[src/rtl/mem_arbiter_pkg.sv]
// Shared types and default widths for the two-master memory arbiter.
package mem_arbiter_pkg;

    typedef enum logic [1:0] {
        IDLE = 2'd0,
        OWN0 = 2'd1,
        OWN1 = 2'd2
    } arb_state_t;

    typedef logic master_t;

    localparam master_t MASTER0 = 1'b0;
    localparam master_t MASTER1 = 1'b1;

    localparam int DEF_ADDR_W    = 32;
    localparam int DEF_DATA_W    = 32;
    localparam int DEF_MAX_BURST = 16;

endpackage

[src/rtl/mem_arbiter_rdtrack.sv]
// One-cycle pending-read tag: steers bus_rd back to the master whose read was
// accepted in the previous cycle.
module mem_arbiter_rdtrack
    import mem_arbiter_pkg::*;
#(
    parameter int DATA_W = DEF_DATA_W
) (
    input  logic              clk,
    input  logic              reset,
    input  logic              rd_acc,
    input  master_t           rd_idx,
    input  logic [DATA_W-1:0] bus_rd,
    output logic              m0_rvalid,
    output logic              m1_rvalid,
    output logic [DATA_W-1:0] m0_rd,
    output logic [DATA_W-1:0] m1_rd
);

    logic    vld_p1;
    master_t idx_p1;

    // Stage p1: the read accepted last cycle is answered now.
    always_ff @(posedge clk or posedge reset) begin
        if (reset) begin
            vld_p1 <= 1'b0;
        end else begin
            vld_p1 <= rd_acc;
        end
    end

    always_ff @(posedge clk) begin
        idx_p1 <= rd_idx;
    end

    assign m0_rvalid = vld_p1 && (idx_p1 == MASTER0);
    assign m1_rvalid = vld_p1 && (idx_p1 == MASTER1);
    assign m0_rd     = m0_rvalid ? bus_rd : '0;
    assign m1_rd     = m1_rvalid ? bus_rd : '0;

endmodule

[src/rtl/mem_arbiter.sv]
// Two-master bus arbiter. Define MEM_ARBITER_RR_EN for round-robin with a
// MAX_BURST forced release; otherwise m0 has fixed priority and may preempt m1.
module mem_arbiter
    import mem_arbiter_pkg::*;
#(
    parameter int ADDR_W    = DEF_ADDR_W,
    parameter int DATA_W    = DEF_DATA_W,
    parameter int MAX_BURST = DEF_MAX_BURST
) (
    input  logic              clk,
    input  logic              reset,
    input  logic              m0_req,
    input  logic              m0_we,
    input  logic [ADDR_W-1:0] m0_addr,
    input  logic [DATA_W-1:0] m0_wd,
    input  logic              m1_req,
    input  logic              m1_we,
    input  logic [ADDR_W-1:0] m1_addr,
    input  logic [DATA_W-1:0] m1_wd,
    output logic              m0_gnt,
    output logic              m1_gnt,
    output logic              m0_rvalid,
    output logic              m1_rvalid,
    output logic [DATA_W-1:0] m0_rd,
    output logic [DATA_W-1:0] m1_rd,
    output logic              bus_we,
    output logic [ADDR_W-1:0] bus_addr,
    output logic [DATA_W-1:0] bus_wd,
    input  logic [DATA_W-1:0] bus_rd
);

`ifdef MEM_ARBITER_RR_EN
    localparam bit RR_EN = 1'b1;
`else
    localparam bit RR_EN = 1'b0;
`endif

    localparam int               CNT_W      = $clog2(MAX_BURST + 1);
    localparam logic [CNT_W-1:0] BURST_MAX  = CNT_W'(MAX_BURST);
    localparam logic [CNT_W-1:0] BURST_LAST = CNT_W'(MAX_BURST - 1);

    arb_state_t       state, state_nxt;
    logic [CNT_W-1:0] burst_cnt;
    master_t          last_srv;
    logic             pick0, rel0, rel1, any_gnt;

    // Release fires on the grant that completes the burst, so an owner gets
    // exactly MAX_BURST transfers while the other master waits.
    assign pick0 = !RR_EN || (last_srv == MASTER1);
    assign rel0  = RR_EN && (burst_cnt >= BURST_LAST);
    assign rel1  = RR_EN ? rel0 : 1'b1;

    always_comb begin
        state_nxt = state;
        case (state)
            IDLE: begin
                if (m0_req && (!m1_req || pick0)) state_nxt = OWN0;
                else if (m1_req)                  state_nxt = OWN1;
            end
            OWN0: if (!m0_req || (m1_req && rel0)) state_nxt = m1_req ? OWN1 : IDLE;
            OWN1: if (!m1_req || (m0_req && rel1)) state_nxt = m0_req ? OWN0 : IDLE;
            default: state_nxt = IDLE;
        endcase
    end

    always_ff @(posedge clk or posedge reset) begin
        if (reset) begin
            state     <= IDLE;
            burst_cnt <= '0;
            last_srv  <= MASTER1;
        end else begin
            state <= state_nxt;
            if (state_nxt != state)
                burst_cnt <= '0;
            else if (any_gnt && (burst_cnt != BURST_MAX))
                burst_cnt <= burst_cnt + 1'b1;
            if (m0_gnt)      last_srv <= MASTER0;
            else if (m1_gnt) last_srv <= MASTER1;
        end
    end

    assign m0_gnt  = m0_req && (state == OWN0);
    assign m1_gnt  = m1_req && (state == OWN1);
    assign any_gnt = m0_gnt || m1_gnt;

    assign bus_we   = m0_gnt ? m0_we   : (m1_gnt ? m1_we   : 1'b0);
    assign bus_addr = m0_gnt ? m0_addr : (m1_gnt ? m1_addr : '0);
    assign bus_wd   = m0_gnt ? m0_wd   : (m1_gnt ? m1_wd   : '0);

    mem_arbiter_rdtrack #(
        .DATA_W (DATA_W)
    ) u_rdtrack (
        .clk       (clk),
        .reset     (reset),
        .rd_acc    (any_gnt && !bus_we),
        .rd_idx    (m1_gnt ? MASTER1 : MASTER0),
        .bus_rd    (bus_rd),
        .m0_rvalid (m0_rvalid),
        .m1_rvalid (m1_rvalid),
        .m0_rd     (m0_rd),
        .m1_rd     (m1_rd)
    );

endmodule

[config.mk]
export PLATFORM = sky130hd
export DESIGN_NAME = mem_arbiter
export DESIGN_NICKNAME = d
export VERILOG_FILES = /design/src/rtl/mem_arbiter_pkg.sv /design/src/rtl/mem_arbiter_rdtrack.sv /design/src/rtl/mem_arbiter.sv
export SDC_FILE = /design/constraint.sdc
export NUM_CORES = 1
export LEC_CHECK = 0
export ABC_AREA = 1
export BUFFER_PORTS_ARGS = -buffer_cell sky130_fd_sc_hd__buf_2
export CORE_AREA = 2 2 115 117
export DETAILED_ROUTE_END_ITERATION = 6
export DIE_AREA = 0 0 117 119
export GPL_ROUTABILITY_DRIVEN = 1
export PLACE_DENSITY = 0.49
export SYNTH_ARGS = -nofsm -noshare
export SYNTH_HDL_FRONTEND = slang
export SYNTH_SLANG_ARGS = --single-unit
export TNS_END_PERCENT = 5
[constraint.sdc]
create_clock -name clk -period 1.7 [get_ports clk]
set_clock_uncertainty 0.05 [all_clocks]
set_input_delay 0.34 -clock clk [delete_from_list [all_inputs] [get_ports clk]]
set_output_delay 0.34 -clock clk [all_outputs]
set_load 0.02 [all_outputs]
### After elaboration in Yosys (flattened, before gate mapping)

Index checks and enable logic that the tools add are counted.
W data, S select, Z words.

* register bits: 4
* latch bits: 0
* memory bits (writable): 0
* ROM bits: 0
* input port bits: 166
* output and inout bits: 133
* word-level logic and storage cells: 36
* memories kept: 0

* $add $sub $neg: 0
* $mul: 0
* div/mod/pow operators: 0
* $lt $le $gt $ge: 0
* eq/ne operators: 5
* shift-type cells: 0
* multiplexer cells: 16
* bitwise operators: 1
* reduce and logical (&&, ||, !) cells: 11

Operators by type and width (number)
* $mux W32: 6
* $mux W2: 5
* $pmux W2 S3: 1
* $logic_and A1 B1 Y1: 5
* $mux W1: 4
* $ne A2 B2 Y1 const B: 2
* $ne A3 B3 Y1 const B: 1
* $reduce_and A3 Y1: 1
* $eq A2 B1 Y1 const B: 1
* $eq A2 B2 Y1 const B: 1
* $logic_not A1 Y1: 2
* $logic_not A2 Y1: 1
* $logic_or A1 B1 Y1: 2
* $not A1 Y1: 1

### Logic depth before layout (Yosys ltp)

Gate-level depths: netlist of the first run.

* depth after elaboration: 6
* mapped depth: 6

### Cells and area by module

From an unflattened synthesis of the first run, not the netlist that was laid out.

* cell total of the unflattened synthesis: 338
* area, all modules: 1400.1 µm²

By module, submodules not included
* mem_arbiter: instances 1, cells each 228, area each 934.6 µm², seq. area each 50.0 µm²
* mem_arbiter_rdtrack: instances 1, cells each 110, area each 465.4 µm², seq. area each 45.0 µm²

### Least setup slack after synthesis of the first run

No wires, ideal clock.

* path kind: register to output
* start point: register u_rdtrack.vld_p1
* end point: output m0_rd[0]
* arrival: 1340 ps
* path slack: -30 ps
* cell stages (with the launch flop): 6
* cell sequence: dfrtp_1 > inv_1 > nor2_1 > inv_1 > clkbuf_1 > nor2_1

* cells in the longest elaborated chain, start to end: 2

Ends and longest elaborated chain
* from (decl): RTL line mem_arbiter_rdtrack.sv:19 `logic vld_p1;`
* from (signal assigned): RTL line mem_arbiter_rdtrack.sv:27 `vld_p1 <= rd_acc;`
* $logic_and A1 B1 Y1: RTL line mem_arbiter_rdtrack.sv:35 `assign m0_rvalid = vld_p1 && (idx_p1 == MASTER0);`
* net m0_rvalid: RTL line mem_arbiter.sv:22 `output logic m0_rvalid,`
* $mux W32: RTL line mem_arbiter_rdtrack.sv:37 `assign m0_rd = m0_rvalid ? bus_rd : '0;`
* to (decl): RTL line mem_arbiter.sv:24 `output logic [DATA_W-1:0] m0_rd,`

The timed path passes the listed nets, and every way through them passes these cells.

### Final worst setup path of the first run

* start point: register state[0]
* end point: output bus_wd[9]

* cells in the longest elaborated chain, start to end: 4

Ends and longest elaborated chain
* from (decl): RTL line mem_arbiter.sv:42 `arb_state_t state, state_nxt;`
* from (signal assigned): RTL line mem_arbiter.sv:72 `state <= state_nxt;`
* $eq A2 B2 Y1: RTL line mem_arbiter.sv:83 `assign m1_gnt = m1_req && (state == OWN1);`
* $logic_and A1 B1 Y1: RTL line mem_arbiter.sv:83
* $mux W32: RTL line mem_arbiter.sv:88 `assign bus_wd = m0_gnt ? m0_wd : (m1_gnt ? m1_wd : '0);`
* $mux W32 (*): RTL line mem_arbiter.sv:88
* to (decl): RTL line mem_arbiter.sv:28 `output logic [DATA_W-1:0] bus_wd,`

Every way passes the cells marked *; elsewhere a longest branch is shown, timed or not.

==> results of run 1 <==
-- state kept, by name (all words and copies together), names as in the netlist --
register	cells
state	2
u_rdtrack.vld_p1	1
u_rdtrack.idx_p1	1
-- per-layer routing --
layer  up-vias  track usage, %  wire length (um)
li1       1553               -                 -
met1      1264            11.4              3520
met2       190            19.4              4980
met3        10            1.27               804
met4         0            2.65               118
met5         -               0                 0
-- cell usage after synthesis --
cell type and number:
buf_4 6, nor2_2 1, clkbuf_1 7, dfxtp_1 1, buf_2 7, nand4_1 1, a21oi_1 2, nor2_1 66
nand2_1 201, inv_1 40, dfrtp_1 3
-- critical path: cells and delay by family (launching register included) --
kind	cells	cell delay (ps)
buf+inv	4	590
simple gates	3	270
flops	1	370
-- worst paths after layout --
path	endpoint	cells after the start
setup / recovery	bus_wd[9]	7
min in group asynchronous	state[0]$_DFFE_PP0P_	3
hold reg to reg	state[0]$_DFFE_PP0P_	2
setup reg to reg	u_rdtrack.vld_p1$_DFF_PP0_	4
hold / removal	state[0]$_DFFE_PP0P_	3
max in group asynchronous	state[1]$_DFFE_PP0P_	3
-- metrics by stage --
stage / setup WS, ps / power [mW]
CTS: -149 / 1.21
floorplan: -29.8 / 0.410
global placement: 64.3 / 0.752
detailed placement: 70.9 / 0.749
finish: -152 / 1.31
global route: -225 / 1.41
-- cells in the final DEF (no fill, tap or decap) --
cell	count
nand2_4	2
nor2_2	5
inv_1	39
a21oi_1	2
nor2_4	3
buf_6	60
clkbuf_16	8
buf_4	24
nand2_2	25
clkbuf_1	1
dlygate4sd3_1	1
buf_12	7
buf_8	1
nor2_1	59
dfrtp_2	1
nand2_1	174
nand4_1	1
inv_2	1
buf_2	219
dfxtp_1	1
dfrtp_1	2
-- layout make-up --
cell class                 instances  area (um2)  share of cell area (%)
tap                              176         220                    5.61
multi-input combinational        271        1130                    28.9
clock buffer                       4        78.8                    2.01
sequential                         4        96.3                    2.46
inverter                          40         150                    3.83
timing repair buffer             317        2240                    57.2
-- timing repair --
action | in CTS | in global routing
setup buffers | 1 | 1
pin swaps | 13 | 24
hold endpoints to repair | 3 | 0
gates resized for setup | 54 | 131
hold buffers | 1 | 0
gates cloned | 1 | 6
setup endpoints to repair | 99 | 95
-- where the power goes --
group	switching (mW)	internal, mW	leakage [nW]
Clock	0.0701	0.310	0.0382
Combinational	0.423	0.406	2.51
Sequential	0.00424	0.101	0.0452
Total	0.497	0.816	2.59
-- cell families after synthesis --
family / synth area share [%]
buf+inv: 18.6
simple gates: 73.7
compound gates: 0.727
flops: 6.91
==> key figures, run 1 <==
Run status
  – Outcome: finished with violations
  – Failing checks: negative setup slack

Logic synthesis
  – Post-Syn Nets: roughly 500
  – Synth top area share: 54.8%
  – Synth Instances: between 300 and 400
  – Top post-synthesis cells by area: nand2_1, nor2_1, inv_1
  – Count of cell types in the netlist: 11
  – Post-synthesis sequential area ratio: 6.91%
  – Post-synthesis area per instance: 4.11 um2
  – Synth Register Bits: 4
  – Yosys warns: 0
  – Post-synth top area cell: nand2_1
  – Synth Cell Area: 1380 um2

Clock network
  – Total CTS buffers: 3
  – Htree depth: 1
  – Clk slew on worst S/H paths: approximately 30 ps
  – CTS Sinks: 4
  – Root buf cell: clkbuf_16
  – Clock buffer depth: 2
  – Worst skew pair latency: approximately 230 ps
  – CTS tree: done

Route
  – DRC Markers: 0
  – DR vias: slightly above 3000
  – Total Wirelength: between 9000 and 10000 um
  – TritonRoute pass-1 iters: 4
  – Post-DR vias/cell: about 3.7
  – Initial DRC Count: 59
  – Final ANT Viol Nets: 0
  – Avg WL per Cell: ~12 um

Timing
  – TNS Setup: -7120 ps
  – Max frequency: around 540 MHz
  – Tcrit/Tclk final: 109%
  – Min cycle time layout: roughly 1900 ps
  – Unrepaired setup endpoints after global routing: yes
  – # setup viols final: 66
  – Final worst slack: -152 ps
  – Worst hold margin: 319 ps
  – Worst-Margin Slew: approximately 230 ps
  – Relative slew slack: ~85%
  – Final hold vios: 0
  – Final slew viol count: 0

Global route
  – Pin count of the biggest net entering global routing: between 40 and 50
  – GRT Overall Usage: 10.1%
  – First-pass GRT wire length: between 10000 and 15000 um
  – Remaining Overflow, GRT: 0
  – Initial antenna violation count: 0
  – Vias in the first global route: around 2500

Final layout
  – Fill count: 1459
  – Post-layout net count: approximately 800
  – Final Cell Area: 3920 um2
  – Synth-to-Final Area Change: 185%
  – Layout cells sized above 1: 56.0%
  – Layout Utilization: ~30%
  – # diodes: 0
  – Post-route insts no fill: 812

Floorplan
  – I/O pins: around 300
  – Core region area: between 10000 and 15000 um2
  – Cell row count: between 40 and 50
  – Initial Util: 10.7%
  – Die W: between 100 and 150 um
  – Die Y-Extent: between 100 and 150 um
  – Die area: 13900 um2

Setup path
  – Crit path DAT: between 1000 and 1500 ps
  – CP Launch Type: register
  – CP max FO: 11
  – R2r setup slk: ~540 ps
  – CP Capture Type: output pin
  – R2r startpoint: state[1]$_DFFE_PP0P_
  – Crit. Startpoint: state[0]$_DFFE_PP0P_
  – Setup CP Type: register to output pin
  – CP peak stage delay: between 300 and 400 ps
  – Worst path slowest cell: dfrtp_1
  – CP Data Required Time: roughly 1300 ps
  – Critical path, cell by cell: buf_6 -> nor2_4 -> buf_12 -> clkbuf_16 -> nand2_1 -> nand2_1 -> buf_6

Place
  – Dpl cells: roughly 800
  – GPL Wtd Cong: 0.779
  – I/O Buffers: slightly below 300
  – HPWL after detailed placement: 6560 um
  – Placed inst area: slightly above 3000 um2

Hold path
  – HP Class: primary input to register
  – Hold Path Origin: m0_req

Pwr
  – Pleak: approximately 2.6 nW
  – VDD IR-drop max: 0.000401 V
  – Power density cells: about 330 nW/um2

Flow run
  – Max-cap viol count: 0
(Power assumes the default switching activity.)
==> run 2, diff against run 1 <==
--- a/config.mk
+++ b/config.mk
@@ -12,6 +12,7 @@
 export DIE_AREA = 0 0 117 119
 export GPL_ROUTABILITY_DRIVEN = 1
 export PLACE_DENSITY = 0.49
+export RECOVER_POWER = 50
 export SYNTH_ARGS = -nofsm -noshare
 export SYNTH_HDL_FRONTEND = slang
 export SYNTH_SLANG_ARGS = --single-unit
==> run 2 against run 1 <==
Compared with the run above: the flow still finishes with violations (negative setup slack); combinational power about the same; global-route usage unchanged; utilization hardly changed; design area is essentially flat; wire length hardly changed; first-iteration DRC count is the same; die area unchanged; sequential power barely moved; via count did not move; fmax unchanged; largest cell class unchanged; highest routed layer unchanged.
==> key figures, run 2 (synthesized netlist as in run 1, its figures left out) <==
Setup path
  – CP Capture Type: output pin
  – Setup CP Type: register to output pin
  – R2r setup slk: between 500 and 600 ps
  – CP Data Required Time: 1310 ps
  – Critical R2R Capture: u_rdtrack.vld_p1$_DFF_PP0_
  – CP max FO: 11
  – CP Launch Type: register
  – Worst R2R Path Depth: 4
  – Crit path DAT: 1460 ps
  – R2r startpoint: state[1]$_DFFE_PP0P_

Final layout
  – Layout cells sized above 1: about 56%
  – # diodes: 0
  – Commonest cells after routing, fill and taps aside: buf_2, nand2_1, buf_6, nor2_1, inv_1
  – Post-layout net count: about 800
  – Max reg flops: 2
  – Commonest non-fill, non-tap cell in the layout: buf_2
  – Biggest register: state
  – Final Cell Area: just under 4000 um2
  – Synth-to-Final Area Change: 185%
  – Fill count: 1458
  – Biggest regs: state (2), u_rdtrack.idx_p1 (1), u_rdtrack.vld_p1 (1)

Route
  – Met2 WL post-DR: 4980 um
  – Avg WL per Cell: ~12 um
  – Total Wirelength: ~9400 um
  – Post-DR vias/cell: about 3.7
  – Initial DRC Count: between 50 and 60
  – Max Used Layer: met4
  – TritonRoute pass-1 iters: 4
  – DR vias: about 3000
  – WL met3: roughly 800 um
  – Wl on met1: between 3000 and 4000 um
  – Final ANT Viol Nets: 0
  – DRC Markers: 0

Timing
  – Final worst slack: -152 ps
  – Min cycle time layout: around 1900 ps
  – # setup viols final: 66
  – Relative slew slack: 84.8%
  – Final hold vios: 0
  – Tcrit/Tclk final: 109%
  – Worst-Margin Slew: 227 ps
  – Unrepaired setup endpoints after global routing: yes
  – Final slew viol count: 0
  – Max frequency: approximately 540 MHz

Global route
  – First-pass GRT wire length: roughly 11000 um
  – Vias in the first global route: ~2500
  – Initial antenna violation count: 0
  – Pin count of the biggest net entering global routing: 46
  – GRT Overall Usage: 10.1%
  – Remaining Overflow, GRT: 0

Pwr
  – Power density cells: between 300 and 400 nW/um2
  – VDD IR-drop max: roughly 0.0004 V
  – Pleak: roughly 2.6 nW
  – Tot Pwr: around 1.3 mW

Clock network
  – Root buf cell: clkbuf_16
  – CTS Sinks: 4
  – Clock buffer depth: 2
  – Worst skew pair latency: approximately 230 ps
  – Total CTS buffers: 3
  – Clk slew on worst S/H paths: roughly 30 ps
  – CTS tree: done
  – Htree depth: 1

Flow run
  – Max-cap viol count: 0

Hold path
  – HP Class: primary input to register
  – Hold Path Origin: m0_req
  – Hold Path Sink: state[0]$_DFFE_PP0P_
  – WHS Path Cells: 3

Place
  – Placed inst area: 3110 um2
  – GPL Wtd Cong: around 0.78
  – HPWL after detailed placement: ~6600 um
  – I/O Buffers: 298

Run status
  – Outcome: finished with violations
  – Failing checks: negative setup slack

Floorplan
  – Cell row count: 42
  – Initial Util: 10.7%
  – Core region area: about 13000 um2
  – Die area: 13900 um2
  – Die Y-Extent: between 100 and 150 um
  – Die W: approximately 120 um
  – I/O pins: roughly 300
-- run 2: changes by cell type in the layout (fill, tap and decap cells not counted), sizes merged --
cell | before | now
buf | 311 | 310
clkbuf | 9 | 10
-- run 2: metrics by stage --
stage	std cells	setup WS (ps)	util, %	hold slack, ps	TNS [ps]
2_1_floorplan	335	-29.8	-	43.6	-894
3_3_place_gp	798	64.3	24.2	200	0
3_5_place_dp	798	70.9	24.2	193	0
4_1_cts	805	-149	26.5	307	-7120
5_1_grt	812	-225	30.5	341	-11850
6_report	812	-152	30.5	319	-7120
-- run 2: final cells by class --
class,count,area (um2),area share (%)
clock buffer,4,78.8,2.01
inverter,40,150,3.83
multi-input combinational,271,1130,28.9
sequential,4,96.3,2.46
tap,176,220,5.62
timing repair buffer,317,2240,57.1
-- run 2: timing repair --
item	in CTS	in global routing
setup endpoints to repair	99	95
gates cloned	1	6
pin swaps	13	24
buffers inserted	1	1
endpoints found under the hold margin	3	0
hold buffers	1	0
gates resized for setup	54	131
-- run 2: metal layers --
metal | up-vias | GRT usage [%]
met2 | 190 | 19.4
met3 | 10 | 1.27
li1 | 1553 | -
met1 | 1264 | 11.4
met5 | - | 0
met4 | 0 | 2.65
-- run 2: worst max-delay path by stage --
stage                                from           to  cells past startpoint
6_report             state[0]$_DFFE_PP0P_    bus_wd[9]                      7
5_1_grt              state[1]$_DFFE_PP0P_  bus_addr[2]                      7
4_1_cts              state[0]$_DFFE_PP0P_   bus_wd[31]                      6
3_5_place_dp         state[0]$_DFFE_PP0P_   bus_wd[29]                      6
3_3_place_gp   u_rdtrack.vld_p1$_DFF_PP0_    m0_rd[12]                      6
2_1_floorplan  u_rdtrack.vld_p1$_DFF_PP0_     m0_rd[0]                      5
-- run 2: power by group --
group / internal, mW / switching [mW] / leakage, nW
sequential: 0.101 / 0.00424 / 0.0452
combinational: 0.405 / 0.423 / 2.50
clock: 0.310 / 0.0701 / 0.0382
total: 0.816 / 0.497 / 2.59
-- run 2: critical path: stages, from the launching register on --
cell and delay [ps]:
dfrtp_1 370, buf_6 130, nor2_4 140, buf_12 170
clkbuf_16 170, nand2_1 60, nand2_1 70, buf_6 120
==> run 3, diff against run 2 <==
--- a/config.mk
+++ b/config.mk
@@ -6,12 +6,12 @@
 export NUM_CORES = 1
 export LEC_CHECK = 0
 export ABC_AREA = 1
-export BUFFER_PORTS_ARGS = -buffer_cell sky130_fd_sc_hd__buf_2
 export CORE_AREA = 2 2 115 117
 export DETAILED_ROUTE_END_ITERATION = 6
 export DIE_AREA = 0 0 117 119
+export DONT_BUFFER_PORTS = 1
 export GPL_ROUTABILITY_DRIVEN = 1
-export PLACE_DENSITY = 0.49
+export PLACE_DENSITY = 0.3
 export RECOVER_POWER = 50
 export SYNTH_ARGS = -nofsm -noshare
 export SYNTH_HDL_FRONTEND = slang
==> run 3 against run 2 <==
Compared with the run above: the run still ends with negative setup slack left; design area shrank 30%; sequential share of layout area grew 1.1 points; first-iteration DRC count rose by 120%; final cell count down 28%; worst setup slack improved by 41 ps; clock-buffer cell count stayed put; combinational power down 33%; power fell by 21%; fmax is 2.2% higher; non-clock buffer count down 224; largest cell class is now multi-input combinational cells.
==> key figures, run 3 (synthesized netlist as in run 1, its figures left out) <==
Clock network
  – CTS tree: done
  – Clock buffer depth: 2
  – Total CTS buffers: 3
  – Clk slew on worst S/H paths: around 30 ps
  – Root buf cell: clkbuf_16
  – Worst skew pair latency: ~220 ps
  – Htree depth: 1
  – CTS Sinks: 4

Final layout
  – Final Cell Area: around 2700 um2
  – Multi-input gate area: roughly 1200 um2
  – Max reg flops: 2
  – Biggest regs: state (2), u_rdtrack.idx_p1 (1), u_rdtrack.vld_p1 (1)
  – Synth-to-Final Area Change: 99.2%
  – Post-layout net count: a little under 600
  – # diodes: 0
  – Layout cells sized above 1: 41.7%
  – Reg area: 97.6 um2
  – Commonest non-fill, non-tap cell in the layout: nand2_1
  – Biggest register: state
  – Fill count: 1470
  – Commonest cells after routing, fill and taps aside: nand2_1, buf_4, nand2_2, nor2_1, inv_1

Route
  – Post-DR vias/cell: a little over 4
  – Total Wirelength: 9310 um
  – DRC Markers: 0
  – DR vias: 2400
  – TritonRoute pass-1 iters: 4
  – Initial DRC Count: roughly 130
  – Final ANT Viol Nets: 0
  – Avg WL per Cell: roughly 16 um

Setup path
  – CP max FO: 16
  – CP Capture Type: output pin
  – Setup CP Type: register to output pin
  – Critical path, cell by cell: buf_4 -> nor2_4 -> buf_12 -> buf_16 -> nand2_1 -> nand2_2
  – Crit path DAT: between 1000 and 1500 ps
  – Worst path slowest cell: dfrtp_2
  – CP Data Required Time: 1310 ps
  – CP Launch Type: register
  – CP bufs+invs: 3
  – Delay-heaviest family, CP: buffers and inverters
  – CP peak stage delay: approximately 410 ps

Floorplan
  – Die area: roughly 14000 um2
  – Die W: between 100 and 150 um
  – Cell row count: 42
  – I/O pins: between 200 and 300
  – Initial Util: 10.7%
  – Core region area: roughly 13000 um2
  – Die Y-Extent: between 100 and 150 um

Timing
  – Min cycle time layout: 1810 ps
  – TNS Setup: -6200 ps
  – Worst-Margin Slew: between 100 and 150 ps
  – Relative slew slack: between 90% and 100%
  – Final slew viol count: 0
  – Tcrit/Tclk final: 107%
  – # setup viols final: between 60 and 70
  – Final worst slack: -112 ps
  – Unrepaired setup endpoints after global routing: yes
  – Final hold vios: 0
  – Max frequency: around 550 MHz

Global route
  – Remaining Overflow, GRT: 0
  – Met1 usage: between 10% and 20%
  – Pin count of the biggest net entering global routing: 34
  – GR Util met3: around 2.3%
  – Top Usage Layer GRT: met2
  – Initial antenna violation count: 0
  – GRT Overall Usage: a little under an eighth
  – Vias in the first global route: 2127
  – M2 GR Usage: a little under a quarter
  – First-pass GRT wire length: 11700 um

Place
  – HPWL after detailed placement: 5710 um
  – I/O Buffers: 0
  – Placed inst area: about 2100 um2
  – Dpl ws: about 0.34 ps
  – GPL Wtd Cong: roughly 0.74

Pwr
  – Pleak: roughly 1.6 nW
  – Tot Pwr: 1.04 mW
  – Power density cells: around 380 nW/um2
  – VDD IR-drop max: approximately 0.00034 V

Flow run
  – Max-cap viol count: 0

Run status
  – Failing checks: negative setup slack
  – Outcome: finished with violations

Hold path
  – HP Class: primary input to register
-- run 3: routing by layer --
layer / vias up / part of all wire (%) / routed length (um)
li1: 1108 / - / -
met1: 1079 / 36 / 3360
met2: 203 / 54 / 5030
met3: 10 / 8.7 / 806
met4: 0 / 1.3 / 121
met5: - / 0 / 0
-- run 3: area by class of cell --
cell class / count / area share [%]
clock buffers: 4 / 2.88
inverters: 40 / 5.48
multi-input cells: 271 / 45.1
flip-flops and latches: 4 / 3.56
well taps: 176 / 8.03
repair buffers: 93 / 34.9
-- run 3: where the power goes --
group	switching [mW]	internal, mW	total, mW
clock	0.0700	0.310	0.380
sequential	0.00489	0.101	0.106
combinational	0.360	0.192	0.553
total	0.435	0.603	1.04
-- run 3: final timing paths --
kind	from	slack, ps	depth (start not counted)	to
setup / recovery	state[0]$_DFFE_PP0P_	-110	6	bus_addr[11]
hold / removal	m0_req	200	2	state[0]$_DFFE_PP0P_
setup reg to reg	state[0]$_DFFE_PP0P_	500	7	u_rdtrack.vld_p1$_DFF_PP0_
hold reg to reg	state[1]$_DFFE_PP0P_	480	1	state[1]$_DFFE_PP0P_
max in group asynchronous	reset	1060	2	state[0]$_DFFE_PP0P_
min in group asynchronous	reset	390	2	state[1]$_DFFE_PP0P_
-- run 3: stage by stage --
| stage | utilization (%) | hold slack [ps] | instances |
|---|---|---|---|
| finish | 21.3 | 200 | 588 |
| floorplan | - | 43.6 | 335 |
| global placement | 16.2 | 60.9 | 564 |
| CTS | 20.7 | 187 | 586 |
| detailed placement | 16.2 | 56.8 | 564 |
| global route | 21.3 | 210 | 588 |
-- run 3: what timing repair did --
action,4_1_cts,5_1_grt
setup buffers,10,1
hold endpoints to repair,3,0
gates cloned,7,2
hold buffers,1,0
setup endpoints to repair,78,93
gates resized for setup,83,8
pin swaps,34,14
-- run 3: worst reg2reg max path: cells and delay by family, from the launching register on --
kind / cells / cell delay, ps
buffers and inverters: 3 / 380
flip-flops: 1 / 410
AND/OR/NAND/NOR: 4 / 260
